<file path="src/rtl/synth_pkg.sv">
// Shared types and defaults for the synth voice allocator and its voice bank.
package synth_pkg;

    localparam int DEF_NUM_VOICES = 8;
    localparam int DEF_NOTE_W     = 7;
    localparam int DEF_VEL_W      = 3;

    typedef logic [DEF_NOTE_W-1:0] note_t;
    typedef logic [DEF_VEL_W-1:0]  vel_t;

    // Per-voice lifecycle. Gate is high in HELD and SUSTAINED.
    typedef enum logic [1:0] {
        V_FREE      = 2'd0,
        V_HELD      = 2'd1,
        V_SUSTAINED = 2'd2,
        V_RELEASING = 2'd3
    } voice_state_e;

    // Event controller: accept, search for a target voice, apply the update.
    typedef enum logic [1:0] {
        A_IDLE   = 2'd0,
        A_SEARCH = 2'd1,
        A_COMMIT = 2'd2
    } alloc_state_e;

endpackage

</file>
<file path="src/rtl/voice_allocator_voice_select.sv">
// Combinational target search for a note-on: retrigger match, then free,
// then the oldest releasing, sustained or held voice (the last two steal).
module voice_select
    import synth_pkg::*;
#(
    parameter int NUM_VOICES = DEF_NUM_VOICES,
    parameter int NOTE_W     = DEF_NOTE_W,
    localparam int IDX_W     = $clog2(NUM_VOICES)
) (
    input  logic [NUM_VOICES-1:0][1:0]        vstate,
    input  logic [NUM_VOICES-1:0][NOTE_W-1:0] note,
    input  logic [NUM_VOICES-1:0][IDX_W-1:0]  age,
    input  logic [NOTE_W-1:0]                 ev_note,
    output logic [IDX_W-1:0]                  target,
    output logic                              found,
    output logic                              steal
);

    logic             match_found, free_found, rel_found, sus_found, held_found;
    logic [IDX_W-1:0] match_idx, free_idx, rel_idx, sus_idx, held_idx;
    logic [IDX_W-1:0] rel_age, sus_age, held_age;

    // Scan all voices once, keeping the lowest-index match/free voice and the
    // highest-age voice of each busy category, then pick by priority.
    always_comb begin
        match_found = 1'b0; match_idx = '0;
        free_found  = 1'b0; free_idx  = '0;
        rel_found   = 1'b0; rel_idx   = '0; rel_age  = '0;
        sus_found   = 1'b0; sus_idx   = '0; sus_age  = '0;
        held_found  = 1'b0; held_idx  = '0; held_age = '0;
        target      = '0;
        found       = 1'b0;
        steal       = 1'b0;
        for (int i = 0; i < NUM_VOICES; i++) begin
            if (vstate[i] != V_FREE && note[i] == ev_note && !match_found) begin
                match_found = 1'b1;
                match_idx   = IDX_W'(i);
            end
            if (vstate[i] == V_FREE && !free_found) begin
                free_found = 1'b1;
                free_idx   = IDX_W'(i);
            end
            if (vstate[i] == V_RELEASING && (!rel_found || age[i] > rel_age)) begin
                rel_found = 1'b1;
                rel_idx   = IDX_W'(i);
                rel_age   = age[i];
            end
            if (vstate[i] == V_SUSTAINED && (!sus_found || age[i] > sus_age)) begin
                sus_found = 1'b1;
                sus_idx   = IDX_W'(i);
                sus_age   = age[i];
            end
            if (vstate[i] == V_HELD && (!held_found || age[i] > held_age)) begin
                held_found = 1'b1;
                held_idx   = IDX_W'(i);
                held_age   = age[i];
            end
        end
        if (match_found) begin
            target = match_idx; found = 1'b1;
        end else if (free_found) begin
            target = free_idx; found = 1'b1;
        end else if (rel_found) begin
            target = rel_idx; found = 1'b1;
        end else if (sus_found) begin
            target = sus_idx; found = 1'b1; steal = 1'b1;
        end else if (held_found) begin
            target = held_idx; found = 1'b1; steal = 1'b1;
        end
    end

endmodule

</file>
<file path="src/rtl/voice_allocator.sv">
// Polyphonic voice allocator: takes note events, assigns them to voices with
// retrigger and oldest-first stealing, and tracks sustain and release.
//
// Event handshake: an event transfers on a rising clk edge where ev_valid and
// ev_ready are both 1. ev_ready is high only in IDLE, so after a transfer it
// stays low for two cycles while the event is searched and committed.
module voice_allocator
    import synth_pkg::*;
#(
    parameter int NUM_VOICES = DEF_NUM_VOICES,
    parameter int NOTE_W     = DEF_NOTE_W,
    parameter int VEL_W      = DEF_VEL_W,
    localparam int IDX_W     = $clog2(NUM_VOICES)
) (
    input  logic                              clk,
    input  logic                              rst,
    input  logic                              ev_valid,
    output logic                              ev_ready,
    input  logic                              ev_on,
    input  logic [NOTE_W-1:0]                 ev_note,
    input  logic [VEL_W-1:0]                  ev_vel,
    input  logic                              sustain,
    input  logic [NUM_VOICES-1:0]             voice_done,
    output logic [NUM_VOICES-1:0]             gate_out,
    output logic [NUM_VOICES-1:0][NOTE_W-1:0] note_out,
    output logic [NUM_VOICES-1:0][VEL_W-1:0]  velocity_out,
    output logic [NUM_VOICES-1:0]             trig_out,
    output logic [NUM_VOICES-1:0]             busy_out,
    output logic                              steal_pulse
);

    alloc_state_e                       alloc_state;
    logic                               lat_on;
    logic [NOTE_W-1:0]                  lat_note;
    logic [VEL_W-1:0]                   lat_vel;
    logic [IDX_W-1:0]                   tgt_idx;
    logic                               tgt_found;
    logic                               tgt_steal;
    logic [NUM_VOICES-1:0][1:0]         vstate;
    logic [NUM_VOICES-1:0][IDX_W-1:0]   age;
    logic                               sustain_q;

    logic [IDX_W-1:0]                   sel_idx;
    logic                               sel_found;
    logic                               sel_steal;
    logic                               commit_on;
    logic                               commit_off;
    logic                               sus_fall;
    logic [IDX_W-1:0]                   tgt_age;

    voice_select #(
        .NUM_VOICES (NUM_VOICES),
        .NOTE_W     (NOTE_W)
    ) u_select (
        .vstate  (vstate),
        .note    (note_out),
        .age     (age),
        .ev_note (lat_note),
        .target  (sel_idx),
        .found   (sel_found),
        .steal   (sel_steal)
    );

    assign ev_ready   = (alloc_state == A_IDLE);
    assign commit_on  = (alloc_state == A_COMMIT) && lat_on && tgt_found;
    assign commit_off = (alloc_state == A_COMMIT) && !lat_on;
    assign sus_fall   = sustain_q && !sustain;
    assign tgt_age    = age[tgt_idx];

    // Controller: latch the event (velocity 0 note-on becomes note-off),
    // register the search result, then commit.
    always_ff @(posedge clk) begin
        if (rst) begin
            alloc_state <= A_IDLE;
            lat_on      <= 1'b0;
            lat_note    <= '0;
            lat_vel     <= '0;
            tgt_idx     <= '0;
            tgt_found   <= 1'b0;
            tgt_steal   <= 1'b0;
        end else begin
            case (alloc_state)
                A_IDLE: begin
                    if (ev_valid) begin
                        lat_on      <= ev_on && (ev_vel != '0);
                        lat_note    <= ev_note;
                        lat_vel     <= ev_vel;
                        alloc_state <= A_SEARCH;
                    end
                end
                A_SEARCH: begin
                    tgt_idx     <= sel_idx;
                    tgt_found   <= sel_found;
                    tgt_steal   <= sel_steal;
                    alloc_state <= A_COMMIT;
                end
                A_COMMIT: alloc_state <= A_IDLE;
                default:  alloc_state <= A_IDLE;
            endcase
        end
    end

    // Voice bank: commit target wins over pedal release and voice_done;
    // note-off, pedal release and envelope completion act on everyone else.
    always_ff @(posedge clk) begin
        if (rst) begin
            sustain_q    <= 1'b0;
            trig_out     <= '0;
            steal_pulse  <= 1'b0;
            note_out     <= '0;
            velocity_out <= '0;
            for (int i = 0; i < NUM_VOICES; i++) begin
                vstate[i] <= V_FREE;
                age[i]    <= IDX_W'(i);
            end
        end else begin
            sustain_q   <= sustain;
            trig_out    <= '0;
            steal_pulse <= commit_on && tgt_steal;
            for (int i = 0; i < NUM_VOICES; i++) begin
                if (commit_on && tgt_idx == IDX_W'(i)) begin
                    vstate[i]       <= V_HELD;
                    note_out[i]     <= lat_note;
                    velocity_out[i] <= lat_vel;
                    trig_out[i]     <= 1'b1;
                    age[i]          <= '0;
                end else begin
                    if (commit_on && age[i] < tgt_age)
                        age[i] <= age[i] + 1'b1;
                    if (commit_off && vstate[i] == V_HELD && note_out[i] == lat_note)
                        vstate[i] <= sustain ? V_SUSTAINED : V_RELEASING;
                    else if (sus_fall && vstate[i] == V_SUSTAINED)
                        vstate[i] <= V_RELEASING;
                    else if (voice_done[i] && vstate[i] == V_RELEASING)
                        vstate[i] <= V_FREE;
                end
            end
        end
    end

    // Gate and busy are decoded straight from the voice state.
    always_comb begin
        gate_out = '0;
        busy_out = '0;
        for (int i = 0; i < NUM_VOICES; i++) begin
            gate_out[i] = (vstate[i] == V_HELD) || (vstate[i] == V_SUSTAINED);
            busy_out[i] = (vstate[i] != V_FREE);
        end
    end

endmodule

</file>
<file path="config.mk">
export PLATFORM = sky130hd
export DESIGN_NAME = voice_allocator
export DESIGN_NICKNAME = d
export VERILOG_FILES = /design/src/rtl/synth_pkg.sv /design/src/rtl/voice_allocator_voice_select.sv /design/src/rtl/voice_allocator.sv
export SDC_FILE = /design/constraint.sdc
export NUM_CORES = 1
export LEC_CHECK = 0
export CAP_MARGIN = 20
export CORE_ASPECT_RATIO = 1.1
export CORE_MARGIN = 4
export CORE_UTILIZATION = 41
export DETAILED_ROUTE_END_ITERATION = 8
export REMOVE_ABC_BUFFERS = 1
export SETUP_SLACK_MARGIN = 0.2
export SYNTH_ARGS = -nofsm -noshare
export SYNTH_HDL_FRONTEND = slang
export SYNTH_HIERARCHICAL = 1
export SYNTH_SLANG_ARGS = --single-unit
</file>
<file path="constraint.sdc">
create_clock -name clk -period 9.4 [get_ports clk]
set_input_delay 0.94 -clock clk [delete_from_list [all_inputs] [get_ports clk]]
set_output_delay 0.94 -clock clk [all_outputs]
set_load 0.005 [all_outputs]
</file>
After elaboration in Yosys (flattened, before gate mapping)
Index checks and enable logic that the tools add are counted.
- register bits: 148
- bits of input ports: 23
- output and inout bits: 106
- word-level logic and storage cells: 518
- add/subtract/negate cells: 8
- $lt $le $gt $ge: 30
- equality and inequality tests: 42
- muxes and demuxes: 168
- reduce and logical (&&, ||, !) cells: 214
- operators with widths (cell ; number):
    2-to-1 mux 3 bit ; 55
    logical AND 1 bit ; 97
    2-to-1 mux 2 bit ; 39
    2-to-1 mux 1 bit ; 72
    > comparator 3 bit ; 21
    equality test 7 bit ; 8
    logical NOT 1 bit ; 37
    equality test 2 bit, second input constant ; 17
    nonzero test 4 bit ; 8
    nonzero test 2 bit ; 15
    logical OR 1 bit ; 29
    nonzero test 3 bit ; 9
    adder 3 x 1 -> 3 bit, second input constant ; 8
    < comparator 3 bit ; 8
    equality test 2 x 1 -> 1 bit, second input constant ; 9
    logical NOT 2 bit ; 9
    OR reduction 2 bit ; 8
    equality test 3 bit, second input constant ; 4
    binary-select mux 3 bit (select 3 bit) ; 1
    equality test 3 x 2 -> 1 bit, second input constant ; 2
    < comparator 3 x 4 -> 1 bit, second input constant ; 1
    one-hot mux 2 bit (2 select lines) ; 1
    equality test 3 x 1 -> 1 bit, second input constant ; 1
    logical NOT 3 bit ; 1
    2 further kinds ; 2

Depth between registers and ports, before layout
- word-level depth: 35
- gate-level depth with buffers: 52
- depth with buffers taken out: 50

Modules after synthesis
The synthesis kept the hierarchy.
- by module, submodules not included (module ; instances ; cells each ; area each (um2) ; seq. area each (um2)):
    voice_allocator ; 1 ; 899 ; 7553.5 ; 2962.8
    voice_select ; 1 ; 526 ; 3828.7 ; 0.0

Worst setup path after synthesis
Ideal clock, no wire load.
- path type: reg-to-reg
- from: reg vstate[0] (netlist bit)
- to: reg tgt_idx[2]
- setup time: 0.065 ns
- data arrival time: 9.247 ns
- required time: 9.335 ns
- path slack: 0.088 ns
- cell stages (with the launch flop): 50
- buffers on the path: 2
- clock period less this slack: 9.312 ns
- cell sequence: dfxtp_1 -> and2b_1 -> buf_2 -> nand2_1 -> ha_1 -> nor2b_1 -> nor3_1 -> o21a_1 -> a22oi_1 -> ha_1 -> a21oi_1 -> a32oi_1 -> o21a_1 -> a221oi_1 -> o21bai_1 -> ha_1 -> a21oi_1 -> o21ai_0 -> [14 not listed] -> nor3_1 -> a21oi_1 -> ha_1 -> nor2b_1 -> o21ai_0 -> a21oi_1 -> a31oi_1 -> mux2_2 -> ha_1 -> nor2b_1 -> o21a_1 -> o21ai_0 -> a211o_1 -> a311oi_1 -> nor3_1 -> o31ai_2 -> mux2i_1 -> nor2_1
- longest elaborated chain between the ends: 35
- elaborated cells on any way between the ends: 204
- classes of those cells: order compare: 21; eq/ne: 3; mux: 86; reduce/logical: 94
- ends and longest elaborated chain (element ; RTL line ; RTL):
    start: declaration ; voice_allocator.sv:39 ; logic [NUM_VOICES-1:0][1:0] vstate;
    start signal: indexed assignment ; voice_allocator.sv:131 ; vstate[i] <= sustain ? V_SUSTAINED : V_RELEASING;
    equality test 2 x 1 -> 1 bit ; voice_allocator_voice_select.sv:53 ; if (vstate[i] == V_HELD && (!held_found || age[i] > held_age)) begin
    2-to-1 mux 3 bit / 2-to-1 mux 1 bit (equally long branches) ; voice_allocator_voice_select.sv:53 ;
    > comparator 3 bit / logical NOT 1 bit (equally long branches) ; voice_allocator_voice_select.sv:53 ;
    logical OR 1 bit ; voice_allocator_voice_select.sv:53 ;
    logical AND 1 bit ; voice_allocator_voice_select.sv:53 ;
    2-to-1 mux 3 bit / 2-to-1 mux 1 bit (equally long branches) ; voice_allocator_voice_select.sv:53 ;
    > comparator 3 bit / logical NOT 1 bit (equally long branches) ; voice_allocator_voice_select.sv:53 ;
    logical OR 1 bit ; voice_allocator_voice_select.sv:53 ;
    [20 not listed] ; - ;
    logical AND 1 bit ; voice_allocator_voice_select.sv:53 ;
    2-to-1 mux 3 bit / 2-to-1 mux 1 bit (equally long branches) ; voice_allocator_voice_select.sv:53 ;
    2-to-1 mux 3 bit ; voice_allocator_voice_select.sv:67 ; end else if (held_found) begin
    2-to-1 mux 3 bit ; voice_allocator_voice_select.sv:65 ; end else if (sus_found) begin
    2-to-1 mux 3 bit ; voice_allocator_voice_select.sv:63 ; end else if (rel_found) begin
    2-to-1 mux 3 bit ; voice_allocator_voice_select.sv:61 ; end else if (free_found) begin
    2-to-1 mux 3 bit (*) ; voice_allocator_voice_select.sv:59 ; if (match_found) begin
    named net sel_idx[2] ; voice_allocator.sv:43 ; logic [IDX_W-1:0] sel_idx;
    end signal: assignment ; voice_allocator.sv:92 ; tgt_idx <= sel_idx;
    end: declaration ; voice_allocator.sv:36 ; logic [IDX_W-1:0] tgt_idx;
The timed path passes the listed nets; every way through them passes the cells marked *.
A chain may end at the register's enable or synchronous reset.

Worst setup path after layout
- from: reg vstate[1] (netlist bit)
- to: reg tgt_idx[1]
Same word-level chain as after synthesis.

==> results.ini <==
[run_status]
status = complete, no violations

[drt]
drtPass1Iterations = 5
wl_per_cell_um = 19.1
final_antenna_net_count = 0
drc = 0
vias_per_cell = 5.66
drtIter0Drc = 592
vias = 11100
wl_um = 37200

[floorplan]
fp.dieW_um = 167
fp-row-count = 63
die_y_um = 183
pin_count = 129
initial_core_util_pct = 41.9
core_mm2 = 0.0272
die_area_mm2 = 0.0305

[setup_path]
arrival_ns = 9.61
slowest_delay_ns = 0.35
cp-start-kind = flop
worstPathRequired_ns = 9.76
critPathKind = reg -> reg
critPathCaptureType = flop
cp_max_fo = 6
crit_slowest_cell = dfxtp_4

[logic_synthesis]
yosys-top-cells-count = nand2_1, dfxtp_1, a21oi_1
syn_area_mm2 = 0.0114
synth.area.top_cells = dfxtp_1, ha_1, nand2_1, xor2_1, a21oi_1
yosys_warnings = 6
synth_area_leader_cell = dfxtp_1
synth-seq-area-share_pct = 26.0
ys_async_sr_fraction_pct = 0
synth_edf_count = 0
synth_top_area_share_pct = 26.0
synth_seq_cells = 148
syn_avg_cell_area_um2 = 7.99
synth_cell_types = 97
netlist_instances = 1425
yosys.cell_count.top_type = nand2_1
ys.flop_type = dfxtp_1

[power]
pwr_density_cell_mw_per_mm2 = 98.7
p_leak_nw = 6.03
vdd_ir_drop_max_mv = 0.166

[layout]
nNetsFinal = 1723
finalInstanceArea_mm2 = 0.0147
num_antenna_cells = 0
area_delta_synth_final_pct = 29.2
layout-drive-gt1-share_pct = 17.8

[clock_tree]
clkSinkCount = 148
cts-htree-levels = 4
path_clk_slew_ns = 0.06
cts_root_buf = clkbuf_16
cts_tree = built
cts_inserted_buffers = 17
clkLatencyLatePin_ns = 0.43
max-clock-path-buffers = 2

[placement]
io_buffers = 128
place_area_mm2 = 0.0131
place.gp.congestion = 0.911
dpl.hpwl_um = 26100

[timing]
tightest_slew_ns = 1.11
slew_headroom_pct = 23.9
clock.fmax_mhz = 108
finClkSkew_ns = 0.00585
finalCritPeriodShare_pct = 98.4
setup_viol = 0
whs_ns = 0.453
min_period_ns = 9.25
rsz0062_at_grt = true
report.final.slew_viol_count = 0
hold_viol = 0

[global_routing]
antenna_found_initial = 0
overflow = 0
grt_pass1_vias = 10500
grt_pass1_wl_um = 57000
grt_max_degree = 91
track_usage_pct = 22.8

[worst_hold_path]
hold_path_class = reg -> reg

[flow_run]
timing.max_cap.violations = 0

==> per-layer routing <==
metal	up-vias	global-route usage [%]	share of wire, %
li1	5388	-	-
met1	5296	28.9	44
met2	302	38.5	48
met3	65	5.65	5.6
met4	0	7.33	2.9
met5	-	0	0
==> placed cells by master, fill, tap and decap left out, types with 24 or more instances in the layout <==
cell type and instances:
a21oi_1 126, buf_4 89, clkdlybuf4s50_1 127, dfxtp_1 142, ha_1 102, inv_1 53
mux2i_1 25, nand2_1 235, nor2_1 74, nor4_1 29, o21ai_0 24, xor2_1 94
==> worst paths after layout <==
path,end,depth (start not counted),slack (ns),start
worst max-delay path,tgt_idx[1],51,0.15,vstate[1]
worst min-delay path,velocity_out[4],2,0.45,velocity_out[4]
worst max register to register,tgt_idx[1],51,0.15,vstate[1]
worst min register to register,velocity_out[4],2,0.45,velocity_out[4]
==> state kept, by name (all words and copies together) (netlist names) <==
name,cells
sustain_q,1
vstate,16
tgt_steal,1
tgt_found,1
alloc_state,2
lat_note,7
age,24
lat_vel,3
velocity_out,24
tgt_idx,3
steal_pulse,1
note_out,56
lat_on,1
trig_out,8
==> through the flow <==
| step | setup TNS [ns] | power [mW] | utilization [%] | setup WS (ns) | std cells |
|---|---|---|---|---|---|
| after floorplan | 0 | 0.695 | - | 0.195 | 1340 |
| after global placement | -0.103 | 0.736 | 48.2 | -0.0618 | 1874 |
| after detailed placement | -0.527 | 0.736 | 48.2 | -0.232 | 1875 |
| after CTS | 0 | 1.46 | 51.0 | 0.203 | 1915 |
| after global routing | -0.691 | 1.50 | 54.1 | -0.269 | 1951 |
| final | 0 | 1.45 | 54.1 | 0.152 | 1951 |
==> cell families (layout without fill, tap and decap cells) <==
kind of cell               after synthesis  count (layout)  share of synthesized area (%)
xor gates and xnor gates               116             116                           8.93
buffers and inverters                  139             308                           5.17
muxes                                   45              45                           4.77
adders and majority gates              119             119                           13.1
DFF                                    148             148                           26.0
and+or+nand+nor                        506             506                           21.3
AOI/OAI and AO/OA                      351             351                           20.7
other                                    1               1                         0.0329
==> repair_timing <==
action	CTS	global route
resized for setup	19	112
hold buffers	0	0
pin swaps	8	90
buffers inserted	8	35
setup endpoints to repair	3	3
==> power by group <==
part / internal, mW / total, mW / switching, mW
Combinational: 0.0331 / 0.0837 / 0.0506
Sequential: 0.630 / 0.638 / 0.00745
Clock: 0.447 / 0.730 / 0.283
Total: 1.11 / 1.45 / 0.341
==> critical path, delay by kind of cell (launching register included) <==
| kind | cells | cell delay, ns |
|---|---|---|
| compound gates | 23 | 3.61 |
| simple gates | 15 | 2.30 |
| fa+ha+maj | 7 | 2.09 |
| buf+inv | 5 | 0.72 |
| flops | 1 | 0.35 |
| mux | 1 | 0.10 |
==> final cells by class <==
class / instances / area (um^2)
Timing Repair Buffer: 222 / 2010
Multi-Input combinational cell: 1138 / 8450
Fill cell: 2529 / 12500
Clock inverter: 11 / 148
Clock buffer: 21 / 480
Tap cell: 357 / 447
Inverter: 54 / 203
Sequential cell: 148 / 2980
Note: power is estimated with default switching activity, not from simulation.
